File: src/rtl/datapath_ctrl_fsm_pkg.sv
// Shared types and constants for the multi-cycle datapath controller (states, ALU codes,
// opcode/funct encodings, writeback source codes, instruction field layout).
package datapath_ctrl_fsm_pkg;

  typedef enum logic [2:0] {
    ST_IDLE = 3'd0,
    ST_DEC  = 3'd1,
    ST_EXE  = 3'd2,
    ST_MEM  = 3'd3,
    ST_WB   = 3'd4
  } state_t;

  typedef enum logic [2:0] {
    ALU_AND  = 3'b000,
    ALU_OR   = 3'b001,
    ALU_XOR  = 3'b010,
    ALU_NOR  = 3'b011,
    ALU_ADD  = 3'b100,
    ALU_SUB  = 3'b101,
    ALU_SLT  = 3'b110,
    ALU_SLLV = 3'b111
  } alu_op_t;

  typedef struct packed {
    logic [5:0] op;
    logic [4:0] rs;
    logic [4:0] rt;
    logic [4:0] rd;
    logic [4:0] shamt;
    logic [5:0] funct;
  } instr_t;

  localparam logic [5:0] OP_RTYPE = 6'b000000;
  localparam logic [5:0] OP_LW    = 6'b100011;
  localparam logic [5:0] OP_SW    = 6'b101011;

  localparam logic [5:0] FN_AND  = 6'b100100;
  localparam logic [5:0] FN_OR   = 6'b100101;
  localparam logic [5:0] FN_XOR  = 6'b100110;
  localparam logic [5:0] FN_NOR  = 6'b100111;
  localparam logic [5:0] FN_ADD  = 6'b100000;
  localparam logic [5:0] FN_SUB  = 6'b100010;
  localparam logic [5:0] FN_SLT  = 6'b101010;
  localparam logic [5:0] FN_SLLV = 6'b000100;

  localparam logic [1:0] WDS_ALU  = 2'b00;
  localparam logic [1:0] WDS_RAM  = 2'b01;
  localparam logic [1:0] WDS_IDLE = 2'b11;

endpackage

File: src/rtl/datapath_ctrl_fsm_decode.sv
// Combinational instruction decoder: IR -> ALU function and instruction class.
module ctrl_instr_decode
  import datapath_ctrl_fsm_pkg::*;
(
  input  instr_t  ir,
  output alu_op_t alu_op,
  output logic    is_lw,
  output logic    is_sw,
  output logic    is_illegal
);

  // Register fields are consumed by the controller, not the decoder.
  logic unused_fields;
  assign unused_fields = ^{ir.rs, ir.rt, ir.rd, ir.shamt};

  always_comb begin
    alu_op     = ALU_AND;
    is_lw      = 1'b0;
    is_sw      = 1'b0;
    is_illegal = 1'b0;
    case (ir.op)
      OP_RTYPE: begin
        case (ir.funct)
          FN_AND:  alu_op = ALU_AND;
          FN_OR:   alu_op = ALU_OR;
          FN_XOR:  alu_op = ALU_XOR;
          FN_NOR:  alu_op = ALU_NOR;
          FN_ADD:  alu_op = ALU_ADD;
          FN_SUB:  alu_op = ALU_SUB;
          FN_SLT:  alu_op = ALU_SLT;
          FN_SLLV: alu_op = ALU_SLLV;
          default: is_illegal = 1'b1;
        endcase
      end
      OP_LW: begin
        alu_op = ALU_ADD;
        is_lw  = 1'b1;
      end
      OP_SW: begin
        alu_op = ALU_ADD;
        is_sw  = 1'b1;
      end
      default: is_illegal = 1'b1;
    endcase
  end

endmodule

File: src/rtl/datapath_ctrl_fsm.sv
// Multi-cycle controller sequencing R-type/LW/SW through DEC/EXE/MEM/WB.
// Optional sticky ALU flags are enabled by defining FLAG_STICKY_EN.
module datapath_ctrl_fsm
  import datapath_ctrl_fsm_pkg::*;
#(
  parameter int CNT_W = 16
) (
  input  logic             clk,
  input  logic             Reset,
  input  logic [31:0]      instr,
  input  logic             instr_valid,
  output logic             instr_ready,
  input  logic             ZF,
  input  logic             OF,
  output logic [4:0]       rs,
  output logic [4:0]       rt,
  output logic [4:0]       rd,
  output logic [2:0]       ALU_OP,
  output logic             Write_Reg,
  output logic             Mem_Write,
  output logic [1:0]       wr_data_s,
  output logic             retire,
  output logic             illegal,
  output logic [CNT_W-1:0] retired_cnt,
  output logic             zf_sticky,
  output logic             of_sticky,
  input  logic             clr_flags
);

  state_t          state_reg, state_next;
  instr_t          ir_reg;
  logic [CNT_W-1:0] cnt_reg;
  alu_op_t         dec_alu_op;
  logic            dec_is_lw, dec_is_sw, dec_is_illegal;
  logic            accept;

  ctrl_instr_decode u_decode (
    .ir         (ir_reg),
    .alu_op     (dec_alu_op),
    .is_lw      (dec_is_lw),
    .is_sw      (dec_is_sw),
    .is_illegal (dec_is_illegal)
  );

  assign accept      = instr_valid && (state_reg == ST_IDLE);
  assign retired_cnt = cnt_reg;

  always_ff @(posedge clk) begin
    if (Reset) begin
      state_reg <= ST_IDLE;
      ir_reg    <= '0;
      cnt_reg   <= '0;
    end else begin
      state_reg <= state_next;
      if (accept) ir_reg <= instr;
      if (retire) cnt_reg <= cnt_reg + 1'b1;
    end
  end

  always_comb begin
    state_next = state_reg;
    case (state_reg)
      ST_IDLE: if (instr_valid) state_next = ST_DEC;
      ST_DEC:  state_next = dec_is_illegal ? ST_IDLE : ST_EXE;
      ST_EXE:  state_next = (dec_is_lw || dec_is_sw) ? ST_MEM : ST_WB;
      ST_MEM:  state_next = dec_is_lw ? ST_WB : ST_IDLE;
      ST_WB:   state_next = ST_IDLE;
      default: state_next = ST_IDLE;
    endcase
  end

  // Register addresses and ALU select stay put for the whole life of an instruction.
  always_comb begin
    instr_ready = 1'b0;
    rs          = '0;
    rt          = '0;
    rd          = '0;
    ALU_OP      = ALU_AND;
    Write_Reg   = 1'b0;
    Mem_Write   = 1'b0;
    wr_data_s   = WDS_IDLE;
    retire      = 1'b0;
    illegal     = 1'b0;
    if (state_reg == ST_IDLE) begin
      instr_ready = 1'b1;
    end else begin
      rs     = ir_reg.rs;
      rt     = ir_reg.rt;
      rd     = ir_reg.rd;
      ALU_OP = dec_alu_op;
    end
    case (state_reg)
      ST_DEC: illegal = dec_is_illegal;
      ST_MEM: begin
        Mem_Write = dec_is_sw;
        retire    = dec_is_sw;
      end
      ST_WB: begin
        Write_Reg = (ir_reg.rd != 5'd0);
        wr_data_s = dec_is_lw ? WDS_RAM : WDS_ALU;
        retire    = 1'b1;
      end
      default: ;
    endcase
  end

`ifdef FLAG_STICKY_EN
  logic [1:0] flag_in;
  logic [1:0] sticky_bits;
  assign flag_in = {OF, ZF};

  // Clear takes priority over a set landing on the same edge.
  for (genvar gi = 0; gi < 2; gi++) begin : g_sticky
    logic flag_reg;
    always_ff @(posedge clk) begin
      if (Reset || clr_flags) flag_reg <= 1'b0;
      else if (state_reg == ST_EXE && flag_in[gi]) flag_reg <= 1'b1;
    end
    assign sticky_bits[gi] = flag_reg;
  end

  assign zf_sticky = sticky_bits[0];
  assign of_sticky = sticky_bits[1];
`else
  logic unused_flags;
  assign unused_flags = ^{ZF, OF, clr_flags};
  assign zf_sticky    = 1'b0;
  assign of_sticky    = 1'b0;
`endif

endmodule
File: config.mk
export PLATFORM = sky130hd
export DESIGN_NAME = datapath_ctrl_fsm
export DESIGN_NICKNAME = d
export VERILOG_FILES = /design/src/rtl/datapath_ctrl_fsm_pkg.sv /design/src/rtl/datapath_ctrl_fsm_decode.sv /design/src/rtl/datapath_ctrl_fsm.sv
export SDC_FILE = /design/constraint.sdc
export NUM_CORES = 1
export LEC_CHECK = 0
export ABC_CLOCK_PERIOD_IN_PS = 4600
export CAP_MARGIN = 20
export CELL_PAD_IN_SITES_DETAIL_PLACEMENT = 0
export CELL_PAD_IN_SITES_GLOBAL_PLACEMENT = 1
export CORE_ASPECT_RATIO = 1.4
export CORE_MARGIN = 3
export CORE_UTILIZATION = 35
export CTS_CLUSTER_DIAMETER = 60
export DETAILED_ROUTE_END_ITERATION = 10
export PLACE_DENSITY_LB_ADDON = 0.1
export REMOVE_ABC_BUFFERS = 1
export SLEW_MARGIN = 0
export SYNTH_ARGS = -nofsm -noshare
export SYNTH_HDL_FRONTEND = slang
export SYNTH_HIERARCHICAL = 1
export SYNTH_SLANG_ARGS = --single-unit
File: constraint.sdc
create_clock -name clk -period 4.6 [get_ports clk]
set_input_delay 1.38 -clock clk [delete_from_list [all_inputs] [get_ports clk]]
set_output_delay 1.38 -clock clk [all_outputs]
set_load 0.005 [all_outputs]
==> metrics.txt, run 1 <==
final hold vios=0; startpoint types=flop; Req. time, crit path=between 3000 and 4000 ps; outcome=finished, final reports clean; core area=~6000 µm²; Setup Viol. Count Final=0; starting density of the core=0.3697; syn avg cell area=approximately 7.8 µm²; Synth Warn #=6; global-route wire length before repair=about 9 mm; DP HPWL=3.787 mm; GPL Wtd Cong=around 0.74; Gate Count Post-Synth=~280; reg-to-reg slack, setup=about 2200 ps; number of max-cap violations=0; crit path DAT=around 2400 ps; CTS root buffer=clkbuf_8; GR Overflow Total=0; antenna-violating nets left=0; HP Class=reg -> reg; PostCTS Resize Cnt=0; utilization after layout=0.5037; initial antenna violation count=0; Pre-Repair DR Iteration Count=4; # hold bufs at CTS=0; vias in the first global route=approximately 2,000; Port-buffer cells=70; max reg flops=27; CTS clk-pin slew, worst paths=roughly 80 ps; ANT cells=0; WS Path Type=reg -> out; Reg-to-Reg Start=ir_reg[28]$_SDFFE_PP0P_; Tcrit/Tclk final=0.8230; Setup crit end=retire; clk_lat worst skew=around 300 ps; Starting DRT DRC Count=84; area grow syn2layout=36.24%; sum of negative setup slack=0 ps; drt wl/cell=13.30 µm; pin count of the biggest net entering global routing=48; slowest CP cell=clkdlybuf4s50_1; DR vias/cell=just under 5; post-synth design cell area=2213 µm²; dpl cell area=2937 µm²; Max Root-Sink Buffers=2; Critical Path Fanout Max=5; DRC Markers=0; Die ar.=7328 µm²; CP endpoint kind=output port; layer with the highest usage=met2; share of layout cells above drive strength 1=0.08140; Highest Clock Rate=around 260 MHz; crit path from=ir_reg[28]$_SDFFE_PP0P_; Post-layout nets=383; setup repair bufs after CTS=0; worst reg2reg path depth=8; Fin Clk Skew=a little over 6 ps; worst stage delay on the critical path=slightly above 500 ps; H-Tree Depth=2; Pleak=about 1.1 nW; slew margin rel.=0.3660; PD cells=256.8 nW/µm²; RSZ-0062 raised after global routing=no; WL final=5.508 mm; met1 usage in global routing=0.1920; GRT Util Overall=0.1568; Slew Viols, Final=0; r2r endpoint=retired_cnt[14]$_SDFFE_PP0P_; via count=around 2,000; TritonCTS clock tree=done; Layout fillers=roughly 630; Die X=73.21 µm; Worst Tran Pin Value=between 900 and 1000 ps; Worst VDD drop=between 0.0001 and 0.00015 V; Cell Rows=33; I/O pin count=81; min Tclk post-route=3786 ps; fraction of met3 tracks used by global routing=0.04208; Num CTS Buffers=5; height of the die=100.1 µm; cells along the critical path=nor2_1, nand4_1, nor2_1, nand4b_2, inv_1, nor2_1, inv_1, clkdlybuf4s50_1; met2 GRT Util=0.2626; final std cell area, no fill=between 3000 and 4000 µm²; clk sinks=between 40 and 50; Crit path top cell by count=nor2_1
[through the flow]
stage | power [mW] | setup WS (ps) | std cells | hold slack (ps)
global route | 0.8190 | 606.4 | 414 | 480.5
finish | 0.7744 | 814.0 | 414 | 452.3
detailed placement | 0.5481 | 1142 | 407 | 442.3
floorplan | 0.4857 | 1507 | 265 | 425.7
CTS | 0.7851 | 798.4 | 414 | 453.7
global placement | 0.5468 | 1168 | 407 | 437.0
[worst max-delay path, delay by kind of cell, from the launching register on]
kind                   cells  cell delay [ps]
and+or+nand+nor            5              980
buffers and inverters      3              830
DFF                        1              320
[power breakdown]
part / switching [mW] / internal (mW)
combinational: 0.0528 / 0.0563
clock: 0.135 / 0.102
sequential: 0.0143 / 0.414
total: 0.202 / 0.573
[per-layer routing]
layer  share of wire  vias up
met5               0        -
met4           0.012        0
met3           0.055        5
met2            0.49       47
met1            0.44      907
li1                -     1072
[how the worst min path moves through the flow]
stage	startpoint	end	slack, ps	cells past startpoint
2_1_floorplan	ir_reg[16]$_SDFFE_PP0P_	ir_reg[16]$_SDFFE_PP0P_	430	2
3_3_place_gp	ir_reg[20]$_SDFFE_PP0P_	ir_reg[20]$_SDFFE_PP0P_	440	2
3_5_place_dp	ir_reg[17]$_SDFFE_PP0P_	ir_reg[17]$_SDFFE_PP0P_	440	2
4_1_cts	ir_reg[16]$_SDFFE_PP0P_	ir_reg[16]$_SDFFE_PP0P_	450	2
5_1_grt	ir_reg[24]$_SDFFE_PP0P_	ir_reg[24]$_SDFFE_PP0P_	480	2
6_report	ir_reg[20]$_SDFFE_PP0P_	ir_reg[20]$_SDFFE_PP0P_	450	2
[area by class of cell]
class / count / area (µm²) / share of cell area
multi-input combinational: 211 / 1187 / 0.3938
sequential: 46 / 920.9 / 0.3054
timing repair buffer: 72 / 710.7 / 0.2357
tap: 70 / 87.58 / 0.02905
clock buffer: 5 / 68.82 / 0.02282
inverter: 8 / 30.03 / 0.009959
clock inverter: 2 / 10.01 / 0.003320
[layout by cell type (no fill, tap or decap), types with 2 or more instances in the layout]
| master | instances |
|---|---|
| o31ai_1 | 2 |
| mux2_2 | 2 |
| clkdlybuf4s50_1 | 69 |
| a211oi_2 | 3 |
| nor3b_1 | 4 |
| nor3_1 | 4 |
| or3_1 | 3 |
| nand4_1 | 4 |
| xor2_1 | 2 |
| clkinv_2 | 2 |
| and2_2 | 2 |
| nor2b_1 | 20 |
| nand3_1 | 5 |
| inv_1 | 6 |
| inv_2 | 2 |
| clkbuf_8 | 5 |
| buf_4 | 2 |
| a21oi_1 | 38 |
| nor2_1 | 22 |
| a211oi_1 | 3 |
| a31o_2 | 2 |
| dfxtp_1 | 46 |
| nand2_1 | 61 |
| and4_1 | 3 |
| conb_1 | 2 |
| o21ai_0 | 5 |
| xnor2_1 | 5 |
(Power assumes the default switching activity.)
==> run 2: changes to the inputs <==
--- a/config.mk
+++ b/config.mk
@@ -5,13 +5,13 @@
 export SDC_FILE = /design/constraint.sdc
 export NUM_CORES = 1
 export LEC_CHECK = 0
-export ABC_CLOCK_PERIOD_IN_PS = 4600
+export ABC_CLOCK_PERIOD_IN_PS = 3100
 export CAP_MARGIN = 20
 export CELL_PAD_IN_SITES_DETAIL_PLACEMENT = 0
 export CELL_PAD_IN_SITES_GLOBAL_PLACEMENT = 1
 export CORE_ASPECT_RATIO = 1.4
 export CORE_MARGIN = 3
-export CORE_UTILIZATION = 35
+export CORE_UTILIZATION = 29
 export CTS_CLUSTER_DIAMETER = 60
 export DETAILED_ROUTE_END_ITERATION = 10
 export PLACE_DENSITY_LB_ADDON = 0.1
==> constraint.sdc (replaced) <==
create_clock -name clk -period 3.1 [get_ports clk]
set_input_delay 0.93 -clock clk [delete_from_list [all_inputs] [get_ports clk]]
set_output_delay 0.93 -clock clk [all_outputs]
set_load 0.005 [all_outputs]
==> run 2 against run 1 <==
Net effect: non-clock buffer count increased by 11; final cell count is 9.2% higher; sequential power up 49%; critical endpoint is now Write_Reg.
==> metrics.txt, run 2 (synthesized netlist as in run 1, its figures left out) <==
min Tclk post-route=between 2000 and 3000 ps; WL final=5.889 mm (was 5.508 mm); Critical Path Fanout Max=6 (was 5); cells along the critical path=nor3b_4, inv_2, a21oi_1, clkdlybuf4s50_1 (was nor2_1, nand4_1, nor2_1, nand4b_2, inv_1, nor2_1, inv_1, clkdlybuf4s50_1); vias in the first global route=2,101 (was 1,988); GR Overflow Total=0 (unchanged); antenna-violating nets left=0 (unchanged); Die ar.=8732 µm² (was 7328 µm²); Hold Crit Depth=2 (unchanged); worst reg2reg path depth=9 (was 8); Num CTS Buffers=5 (unchanged); slew margin rel.=0.5765 (was 0.3660); DRC Markers=0 (unchanged); CP endpoint kind=output port (unchanged); height of the die=109.4 µm (was 100.1 µm); PD cells=365.5 nW/µm² (was 256.8 nW/µm²); CTS clk-pin slew, worst paths=80 ps (about the same); DR vias/cell=4.675 (was 4.906); Post-layout nets=394 (was 383); GRT Util Overall=0.1389 (was 0.1568); pin count of the biggest net entering global routing=30 (was 48); Cell Rows=37 (was 33); area grow syn2layout=43.64% (was 36.24%); global-route wire length before repair=9.680 mm (was 9.190 mm); worst stage delay on the critical path=530 ps (was 510 ps); final hold vios=0 (unchanged); P_sw=0.2977 mW (was 0.2018 mW); Req. time, crit path=2170 ps (was 3220 ps); Tcrit/Tclk final=0.9325; Worst VDD drop=0.0001481 V (was 0.0001313 V); Max Root-Sink Buffers=2 (unchanged); RSZ-0062 raised after global routing=no (unchanged); initial antenna violation count=0 (unchanged); Port-buffer cells=70 (unchanged); clock share of power=0.300 (was 0.306); commonest cells after routing, fill and taps aside=clkdlybuf4s50_1 (67), nand2_1 (61), dfxtp_1 (43) (was clkdlybuf4s50_1 (69), nand2_1 (61), dfxtp_1 (46)); commonest non-fill, non-tap cell in the layout=clkdlybuf4s50_1 (unchanged); reg-to-reg slack, setup=950 ps (was 2180 ps); slowest CP cell=clkdlybuf4s50_1 (unchanged); core area=7407 µm² (was 5987 µm²); Pre-Repair DR Iteration Count=4 (unchanged); DP HPWL=4.324 mm (was 3.787 mm); switching portion of total power=0.2562 (was 0.2606); GPL Wtd Cong=0.7533 (was 0.7417); CTS root buffer=clkbuf_8 (unchanged); max reg flops=27 (unchanged); clk sinks=46 (unchanged); H-Tree Depth=2 (unchanged); Highest Clock Rate=roughly 350 MHz; drt wl/cell=13.03 µm (was 13.30 µm); HP Class=reg -> reg (unchanged); number of max-cap violations=0 (unchanged); # hold bufs at CTS=0 (unchanged); Final Non-Filler Cells=452 (was 414); placed cells=440 (was 407); utilization after layout=0.4292 (was 0.5037); Starting DRT DRC Count=51 (was 84); ANT cells=0 (unchanged); starting density of the core=0.2988 (was 0.3697); startpoint types=flop (unchanged); via count=2,113 (was 2,031); combinational power share=0.152 (was 0.141); internal power=0.8643 mW (was 0.5726 mW); Pleak=1.152 nW (was 1.060 nW); share of layout cells above drive strength 1=0.1296 (was 0.08140); TritonCTS clock tree=done (unchanged); outcome=finished, final reports clean (unchanged); WS Path Type=reg -> out (unchanged); Die X=79.84 µm (was 73.21 µm); Layout fillers=813 (was 627); I/O pin count=81 (unchanged); clk_lat worst skew=290 ps (was 300 ps); Slew Viols, Final=0 (unchanged); crit path DAT=1960 ps (was 2410 ps); Setup Viol. Count Final=0 (unchanged); Worst Tran Pin Value=632.5 ps (was 948.7 ps); Fin Clk Skew=3.440 ps (was 6.236 ps); sum of negative setup slack=0 ps (unchanged); Flop pwr share=0.547 (was 0.553)
[run 2: final timing paths]
kind,end,start
worst max register to register,retired_cnt[14]$_SDFFE_PP0P_,ir_reg[28]$_SDFFE_PP0P_
worst min register to register,ir_reg[21]$_SDFFE_PP0P_,ir_reg[21]$_SDFFE_PP0P_
worst max-delay path,Write_Reg,state_reg[2]$_SDFFE_PP0P_
worst min-delay path,ir_reg[21]$_SDFFE_PP0P_,ir_reg[21]$_SDFFE_PP0P_
[run 2: metal layers]
metal / GRT usage / share of wire / vias to the layer above
li1: - / - / 1093
met1: 0.1613 / 0.43 / 962
met2: 0.2485 / 0.50 / 52
met3: 0.03525 / 0.054 / 6
met4: 0.04348 / 0.012 / 0
met5: 0 / 0 / -
[run 2: power by group through the flow]
stage	Sequential (mW)	Combinational [mW]	Clock, mW
floorplan	0.644	0.0769	0
global placement	0.649	0.176	0
detailed placement	0.649	0.177	0
CTS	0.635	0.179	0.372
global route	0.640	0.198	0.393
finish	0.636	0.177	0.349
[run 2: what timing repair did]
item / 4_1_cts / 5_1_grt
buffers inserted: 2 / 3
pin swaps: 2 / 2
gates resized for setup: 4 / 7
endpoints found under the setup margin: 2 / 3
[run 2: area by class of cell]
class / count / area [µm²] / area share
Clock inverter: 1 / 7.507 / 0.002361
Inverter: 8 / 30.03 / 0.009445
Tap cell: 97 / 121.4 / 0.03817
Multi-Input combinational cell: 211 / 1212 / 0.3813
Clock buffer: 6 / 72.57 / 0.02283
Timing Repair Buffer: 83 / 810.8 / 0.2550
Sequential cell: 46 / 924.6 / 0.2908
[run 2: critical path: cells and delay by family, from the launching register on]
kind / cells / cell delay, ps
buf+inv: 2 / 660
flops: 1 / 480
compound gates: 1 / 160
simple gates: 1 / 370
[run 2: through the flow]
| stage | instance area, µm² | setup slack (ps) | total power, mW | hold WS, ps |
|---|---|---|---|---|
| 6_report | 3179 | 209.4 | 1.162 | 452.6 |
| 5_1_grt | 3179 | 3.849 | 1.231 | 478.7 |
| 4_1_cts | 3133 | 11.51 | 1.186 | 455.9 |
| 3_5_place_dp | 3028 | 209.2 | 0.8257 | 443.3 |
| 3_3_place_gp | 3028 | 212.7 | 0.8244 | 437.7 |
| 2_1_floorplan | 2133 | 392.8 | 0.7207 | 425.7 |
==> run 3: changes to the inputs <==
--- a/config.mk
+++ b/config.mk
@@ -12,10 +12,8 @@
 export CORE_ASPECT_RATIO = 1.4
 export CORE_MARGIN = 3
 export CORE_UTILIZATION = 29
-export CTS_CLUSTER_DIAMETER = 60
 export DETAILED_ROUTE_END_ITERATION = 10
 export PLACE_DENSITY_LB_ADDON = 0.1
-export REMOVE_ABC_BUFFERS = 1
 export SLEW_MARGIN = 0
 export SYNTH_ARGS = -nofsm -noshare
 export SYNTH_HDL_FRONTEND = slang
==> run 3 against run 2 <==
Net effect: first-iteration DRC count grew 75%; non-clock buffer count fell by 5; wire length decreased by 4.3%; clock skew up 3.2 ps; register-to-register slack improved by 80 ps; critical path depth is 4 higher; sequential power about the same; clock-buffer cell count unchanged; flip-flop and latch count is the same; global-route usage decreased by 0.78 points; design area decreased by 0.83%; via count is 1.0% lower; critical endpoint is now Mem_Write.
==> metrics.txt, run 3 (synthesized netlist as in run 1, its figures left out) <==
outcome=finished, final reports clean (unchanged); WL final=5.636 mm (was 5.889 mm); area grow syn2layout=42.45% (was 43.64%); # hold bufs at CTS=0 (unchanged); number of max-cap violations=0 (unchanged); core area=7407 µm² (unchanged); sum of negative setup slack=0 ps (unchanged); Reg-to-Reg Start=ir_reg[30]$_SDFFE_PP0P_ (was ir_reg[28]$_SDFFE_PP0P_); Hold Path Origin=ir_reg[17]$_SDFFE_PP0P_ (was ir_reg[21]$_SDFFE_PP0P_); clock share of power=0.322 (was 0.300); HP Class=reg -> reg (unchanged); Pleak=1.147 nW (was 1.152 nW); crit path DAT=2030 ps (was 1960 ps); final hold vios=0 (unchanged); Num CTS Buffers=5 (unchanged); P_sw=0.3018 mW (was 0.2977 mW); starting density of the core=0.2988 (unchanged); vias in the first global route=1,908 (was 2,101); Post-layout nets=389 (was 394); DRC Markers=0 (unchanged); CTS clk-pin slew, worst paths=90 ps (was 80 ps); Cell Rows=37 (unchanged); combinational power share=0.140 (was 0.152); Worst Tran Pin Value=680.8 ps (was 632.5 ps); CP endpoint kind=output port (unchanged); antenna-violating nets left=0 (unchanged); RSZ-0062 raised after global routing=no (unchanged); Highest Clock Rate=338.4 MHz (was 345.9 MHz); utilization after layout=0.4257 (was 0.4292); H-Tree Depth=2 (unchanged); GPL Wtd Cong=0.7128 (was 0.7533); initial antenna violation count=0 (unchanged); Tcrit/Tclk final=0.9534 (was 0.9325); internal power=0.8812 mW (was 0.8643 mW); min Tclk post-route=2955 ps (was 2891 ps); Max Root-Sink Buffers=2 (unchanged); GRT Util Overall=0.1311 (was 0.1389); Flop pwr share=0.539 (was 0.547); clk_lat worst skew=300 ps (was 290 ps); worst reg2reg path depth=8 (was 9); share of layout cells above drive strength 1=0.1254 (was 0.1296); PD cells=375.2 nW/µm² (was 365.5 nW/µm²); Fin Clk Skew=6.622 ps (was 3.440 ps); global-route wire length before repair=8.928 mm (was 9.680 mm); pin count of the biggest net entering global routing=36 (was 30); ANT cells=0 (unchanged); r2r endpoint=retired_cnt[14]$_SDFFE_PP0P_ (unchanged); drt wl/cell=12.58 µm (was 13.03 µm); startpoint types=flop (unchanged); Die X=79.84 µm (unchanged); DR vias/cell=4.667 (was 4.675); Die ar.=8732 µm² (unchanged); switching portion of total power=0.2551 (was 0.2562); slew margin rel.=0.5461 (was 0.5765); Critical Path Fanout Max=4 (was 6); Pre-Repair DR Iteration Count=4 (unchanged); Setup Viol. Count Final=0 (unchanged); WS Path Type=reg -> out (unchanged); height of the die=109.4 µm (unchanged); commonest cells after routing, fill and taps aside=clkdlybuf4s50_1 (67), nand2_1 (61), dfxtp_1 (42) (was clkdlybuf4s50_1 (67), nand2_1 (61), dfxtp_1 (43)); DP HPWL=3.915 mm (was 4.324 mm); Worst VDD drop=0.0002014 V (was 0.0001481 V); GR Overflow Total=0 (unchanged); TritonCTS clock tree=done (unchanged); Setup crit end=Mem_Write (was Write_Reg); clk sinks=46 (unchanged); commonest non-fill, non-tap cell in the layout=clkdlybuf4s50_1 (unchanged); Starting DRT DRC Count=89 (was 51); max reg flops=27 (unchanged); I/O pin count=81 (unchanged); crit path from=ir_reg[30]$_SDFFE_PP0P_ (was state_reg[2]$_SDFFE_PP0P_); Port-buffer cells=70 (unchanged); Slew Viols, Final=0 (unchanged); Layout fillers=793 (was 813); CTS root buffer=clkbuf_8 (unchanged); reg-to-reg slack, setup=1030 ps (was 950 ps); via count=2,091 (was 2,113); Req. time, crit path=2170 ps (about the same)
[run 3: power groups by stage]
stage / sequential, mW / clock, mW / combinational [mW]
CTS: 0.636 / 0.406 / 0.168
detailed placement: 0.649 / 0 / 0.167
finish: 0.637 / 0.381 / 0.165
global placement: 0.648 / 0 / 0.167
floorplan: 0.641 / 0 / 0.0965
global route: 0.642 / 0.431 / 0.185
[run 3: final cells by class]
| class | instances | area [µm²] | area share |
|---|---|---|---|
| Sequential cell | 46 | 925.9 | 0.2937 |
| Multi-Input combinational cell | 211 | 1220 | 0.3869 |
| Clock inverter | 2 | 12.51 | 0.003968 |
| Timing Repair Buffer | 78 | 760.7 | 0.2413 |
| Inverter | 8 | 30.03 | 0.009524 |
| Clock buffer | 6 | 82.58 | 0.02619 |
| Tap cell | 97 | 121.4 | 0.03849 |
[run 3: worst max-delay path, stage by stage (launching register included)]
cell and delay (ps):
dfxtp_2 340, nor2_4 110, nand4_1 160, nor2_4 190
nand4b_4 120, inv_2 110, buf_4 120, buf_4 90
clkdlybuf4s50_1 480
[run 3: layer usage]
metal / part of all wire / GRT usage / vias to the layer above
met5: 0 / 0 / -
met4: 0.0066 / 0.03986 / 0
met3: 0.055 / 0.03607 / 2
met2: 0.50 / 0.2210 / 48
met1: 0.44 / 0.1626 / 956
li1: - / - / 1085
[run 3: worst min path at each step]
stage	end	slack [ps]	cells past startpoint
2_1_floorplan	ir_reg[16]$_SDFFE_PP0P_	430	2
3_3_place_gp	ir_reg[25]$_SDFFE_PP0P_	440	2
3_5_place_dp	ir_reg[18]$_SDFFE_PP0P_	440	2
4_1_cts	ir_reg[18]$_SDFFE_PP0P_	460	2
5_1_grt	ir_reg[16]$_SDFFE_PP0P_	480	2
6_report	ir_reg[17]$_SDFFE_PP0P_	450	2
[run 3: what timing repair did]
| action | in CTS | in global routing |
|---|---|---|
| pin swaps | 0 | 3 |
| resized for setup | 3 | 11 |
| buffers inserted | 0 | 2 |
| setup endpoints to repair | 2 | 3 |
[run 3: per-stage QoR]
stage,power [mW],area (µm²),instances,hold slack [ps],setup slack (ps)
final,1.183,3153,448,452.0,144.6
after global routing,1.258,3153,448,483.2,3.067
after CTS,1.209,3099,446,455.8,5.498
after detailed placement,0.8167,3000,438,442.6,266.3
after global placement,0.8151,3000,438,437.7,288.0
after floorplan,0.7377,2217,283,431.8,820.7
